File: src/rtl/traffic_demand_sensor.sv
// Front end of the intersection light controller: conditions raw sensor and emergency
// inputs, keeps a saturating per-lane demand count and drives the emergency request outputs.
module traffic_demand_sensor #(
  parameter int unsigned DB_CYC     = 4,
  parameter int unsigned DEPART_CYC = 8,
  parameter int unsigned EM_HOLD    = 16,
  parameter int unsigned MORE_TH    = 5
) (
  input  logic       clk,
  input  logic       rst,
  input  logic [3:0] sens_raw,
  input  logic [3:0] lane_go,
  input  logic       m_em_raw,
  input  logic       s_em_raw,
  output logic [2:0] main_num,
  output logic [2:0] left_num,
  output logic [2:0] sec_num,
  output logic [2:0] p_num,
  output logic [3:0] more_flag,
  output logic       l_zero,
  output logic       m_emergency,
  output logic       s_emergency
);

  localparam int unsigned DBW = (DB_CYC > 1) ? $clog2(DB_CYC) : 1;
  localparam int unsigned TW  = $clog2(DEPART_CYC);
  localparam int unsigned HW  = $clog2(EM_HOLD + 1);

  typedef enum logic {EM_IDLE, EM_ACTIVE} em_state_t;

  logic [5:0]     raw, sync1, sync2, deb, deb_q, rise;
  logic [DBW-1:0] db_cnt [6];

  logic [2:0]     cnt    [4];
  logic [2:0]     cnt_nx [4];
  logic [TW-1:0]  tmr    [4];
  logic [3:0]     dec;

  em_state_t      em_st    [2];
  em_state_t      em_st_nx [2];
  logic [HW-1:0]  hold     [2];
  logic [HW-1:0]  hold_nx  [2];

  // bits 3:0 = lane sensors, 4 = main emergency, 5 = secondary emergency
  assign raw = {s_em_raw, m_em_raw, sens_raw};

  always_ff @(posedge clk or posedge rst) begin
    if (rst) begin
      sync1 <= '0;
      sync2 <= '0;
      deb   <= '0;
      deb_q <= '0;
      rise  <= '0;
      for (int unsigned i = 0; i < 6; i++) db_cnt[i] <= '0;
    end else begin
      sync1 <= raw;
      sync2 <= sync1;
      deb_q <= deb;
      rise  <= deb & ~deb_q;
      for (int unsigned i = 0; i < 6; i++) begin
        if (sync2[i] == deb[i]) begin
          db_cnt[i] <= '0;
        end else if (db_cnt[i] == DBW'(DB_CYC - 1)) begin
          deb[i]    <= ~deb[i];
          db_cnt[i] <= '0;
        end else begin
          db_cnt[i] <= db_cnt[i] + 1'b1;
        end
      end
    end
  end

  // A coincident arrival and departure cancel, so the count holds even at 0 or 7.
  always_comb begin
    for (int unsigned l = 0; l < 4; l++) begin
      dec[l]    = lane_go[l] && (cnt[l] != 3'd0) && (tmr[l] == TW'(DEPART_CYC - 1));
      cnt_nx[l] = cnt[l];
      if (rise[l] && !dec[l] && (cnt[l] != 3'd7))
        cnt_nx[l] = cnt[l] + 3'd1;
      else if (dec[l] && !rise[l] && (cnt[l] != 3'd0))
        cnt_nx[l] = cnt[l] - 3'd1;
    end
  end

  always_ff @(posedge clk or posedge rst) begin
    if (rst) begin
      for (int unsigned l = 0; l < 4; l++) begin
        cnt[l] <= '0;
        tmr[l] <= '0;
      end
      more_flag <= '0;
      l_zero    <= 1'b1;
    end else begin
      for (int unsigned l = 0; l < 4; l++) begin
        cnt[l]       <= cnt_nx[l];
        more_flag[l] <= (cnt_nx[l] >= 3'(MORE_TH));
        if (!lane_go[l] || (cnt[l] == 3'd0) || dec[l])
          tmr[l] <= '0;
        else
          tmr[l] <= tmr[l] + 1'b1;
      end
      l_zero <= (cnt_nx[1] == 3'd0);
    end
  end

  assign main_num = cnt[0];
  assign left_num = cnt[1];
  assign sec_num  = cnt[2];
  assign p_num    = cnt[3];

  // r = 0 main road, r = 1 secondary road; a retrigger while active restarts the hold
  always_comb begin
    for (int unsigned r = 0; r < 2; r++) begin
      em_st_nx[r] = em_st[r];
      hold_nx[r]  = hold[r];
      unique case (em_st[r])
        EM_IDLE: begin
          if (rise[4+r]) begin
            em_st_nx[r] = EM_ACTIVE;
            hold_nx[r]  = '0;
          end
        end
        EM_ACTIVE: begin
          if (rise[4+r]) begin
            hold_nx[r] = '0;
          end else if (hold[r] == HW'(EM_HOLD)) begin
            if (!deb[4+r]) em_st_nx[r] = EM_IDLE;
          end else begin
            hold_nx[r] = hold[r] + 1'b1;
          end
        end
      endcase
    end
  end

  always_ff @(posedge clk or posedge rst) begin
    if (rst) begin
      for (int unsigned r = 0; r < 2; r++) begin
        em_st[r] <= EM_IDLE;
        hold[r]  <= '0;
      end
      m_emergency <= 1'b0;
      s_emergency <= 1'b0;
    end else begin
      for (int unsigned r = 0; r < 2; r++) begin
        em_st[r] <= em_st_nx[r];
        hold[r]  <= hold_nx[r];
      end
      m_emergency <= (em_st_nx[0] == EM_ACTIVE);
      s_emergency <= (em_st_nx[1] == EM_ACTIVE) && (em_st_nx[0] != EM_ACTIVE);
    end
  end

endmodule
File: config.mk
export PLATFORM = sky130hd
export DESIGN_NAME = traffic_demand_sensor
export DESIGN_NICKNAME = d
export VERILOG_FILES = /design/src/rtl/traffic_demand_sensor.sv
export SDC_FILE = /design/constraint.sdc
export NUM_CORES = 1
export LEC_CHECK = 0
export CORE_UTILIZATION = 35
export DETAILED_ROUTE_END_ITERATION = 8
export DONT_BUFFER_PORTS = 1
export PLACE_DENSITY = 0.59
export SYNTH_ARGS = -nofsm -noshare
export SYNTH_HDL_FRONTEND = slang
export SYNTH_SLANG_ARGS = --single-unit
File: constraint.sdc
create_clock -name clk -period 3.98 [get_ports clk]
set_clock_uncertainty 0.05 [all_clocks]
set_input_delay 0.995 -clock clk [delete_from_list [all_inputs] [get_ports clk]]
set_output_delay 0.995 -clock clk [all_outputs]
set_load 0.01 [all_outputs]
==> out/qor.csv <==
metric;value;unit
status;complete, no violations;
finalCriticalPeriod;2.159;ns
ys_top_cells_by_count;83 x dfrtp_1, 34 x ha_1, 17 x inv_1, 17 x nor2b_1, 13 x nor2_1;
coreArea;10280;µm²
finalWirelength;5.482;mm
postLayoutCoreUtil;0.3980;
max_slew_margin;0.5047;
syn_area;3702;µm²
clk_path_buf_depth;2;
setup_tns;0;ns
clock_latency;0.34;ns
postCtsSetupBuffers;0;
antenna_found_initial;2;
criticalPathCategory;reg2reg;
async_reset_ff_frac;1.000;
fp.dieW;104.9;µm
clock-sinks;84;
fmax;0.4631;GHz
maxSlewViolCount;0;
cts-root-buf;clkbuf_8;
cp.required;4.19;ns
min_path_type;reg2reg;
grt_pass1_wl;9.784;mm
tritoncts.num_buffers;9;
vias;2077;
portBuffers;0;
track_usage;0.1127;
endpoint_kind;flip-flop;
overflow;0;
synth_top_area_share;0.5610;
layout.nets;347;
area_growth;10.48;%
crit_arrival;2.37;ns
finalHoldViolations;0;
grt_pass1_vias;2186;
worst_pin_slew;0.7367;ns
start_kind;flip-flop;
yosys_warnings;0;
drc_errors;0;
ir_drop;278.1;µV
start_util;0.3602;
drt_first_pass_iters;4;
io_pins;31;
ctsHoldBuffers;0;
synth_top_flop_cell;dfrtp_1;
drt-initial-drc-count;75;
synth_largest_area_cell;dfrtp_1;
powerDensity;731.4;nW/µm²
routedWlPerCell;12.37;µm
rows;37;
gp_congestion;0.8184;
fin_crit_sh;0.5426;
ys_types;43;
cts_tree;done;
cp_max_fo;8;
p_leak;1.923;nW
yosysMostFrequentCell;dfrtp_1;
cap_violations;0;
vias_per_cell;4.688;
die_h;104.9;µm
grt_max_degree;42;
setup_viol;0;
drive_above_1_share;0.1246;
htreeDepth;3;
dp_hpwl;3.839;mm
ys_seq_area_frac;0.5681;
synthTopCellsByArea;dfrtp_1 56%, ha_1 11%, mux2_2 3.3%;
postSynthAreaPerCell;12.81;µm²
rsz0062_at_grt;no;
synth_edf_count;0;
syn_inst;289;
ys_seq_elements;84;
cts.clk_slew.worst_paths;0.09;ns
dieArea;10990;µm²
ant_nets;0;
syn-num-nets;335;
cts-resized-gates;0;
cells in the final DEF (no fill, tap or decap), types with 3 or more instances in the layout:
cell type and n:
mux2_2 11, nor3_1 9, clkbuf_8 11, ha_1 34, nor2b_1 17, o21ai_0 7, xnor2_1 12, nand4_1 4
mux2i_1 5, dfrtp_1 83, nor3b_1 4, nor2_1 13, nand3b_1 5, and2_1 8, a31oi_1 3, nand2_1 9
inv_1 16, xor2_1 6, nand3_1 4, a21oi_1 6
layout make-up:
cell class | count | area, µm²
Antenna cell | 2 | 5.005
Clock buffer | 12 | 155.1
Clock inverter | 3 | 46.29
Fill cell | 974 | 6187
Inverter | 17 | 65.06
Multi-Input combinational cell | 187 | 1530
Sequential cell | 84 | 2103
Tap cell | 136 | 170.2
Timing Repair Buffer | 2 | 15.01
per-stage QoR:
step | hold WS, ns | power (mW) | worst slack, ns | instances | instance area, µm²
floorplan | 0.2812 | 2.188 | 0.7715 | 289 | 3702
global placement | 0.2836 | 2.357 | 1.888 | 426 | 3884
detailed placement | 0.2847 | 2.413 | 1.841 | 426 | 3884
CTS | 0.3006 | 3.043 | 1.818 | 441 | 4085
global route | 0.2985 | 3.266 | 1.693 | 441 | 4085
finish | 0.2945 | 2.992 | 1.821 | 443 | 4090
routing by layer:
metal  wire length, µm  GRT usage  part of all wire
met1              2766     0.1463              0.50
met4               100    0.05734             0.018
met2              2363     0.1698              0.43
met3               251    0.03431             0.046
met5                 0          0                 0
logic make-up after synthesis:
group,synth area share
muxes,0.05509
AOI/OAI and AO/OA,0.06387
adders and majority gates,0.1149
buffers and inverters,0.01859
xor gates and xnor gates,0.04258
DFF,0.5681
and+or+nand+nor,0.1369
worst max-delay path, cell delays in order (launching register included):
cell	delay [ns]
dfrtp_1	0.52
inv_1	0.10
ha_1	0.21
ha_1	0.19
and3b_1	0.36
mux2_2	0.38
o22ai_2	0.12
a21boi_1	0.17
where the power goes:
group	internal [mW]	switching (mW)	leakage (nW)	total, mW
logic	0.489	0.430	0.789	0.919
clock network	0.322	0.285	0.0987	0.607
registers	1.16	0.302	1.04	1.46
worst paths after layout:
path                           endpoint  cells after the start         from  slack (ns)
hold reg to reg                sync2[2]                      0     sync1[2]        0.29
max in group asynchronous      sync2[4]                      2          rst        2.56
min in group asynchronous  more_flag[1]                      1          rst        0.57
setup reg to reg           more_flag[0]                      7  main_num[0]        1.82
hold / removal                 sync2[2]                      0     sync1[2]        0.29
setup / recovery           more_flag[0]                      7  main_num[0]        1.82
registers in the layout, summed over array words and instances, names as in the netlist:
signal and cells:
db_cnt 12, deb 6, deb_q 6, em_st 2
hold 10, l_zero 1, left_num 3, main_num 3
more_flag 4, p_num 3, rise 6, s_emergency 1
sec_num 3, sync1 6, sync2 6, tmr 12
Note: power is estimated with default switching activity, not from simulation.
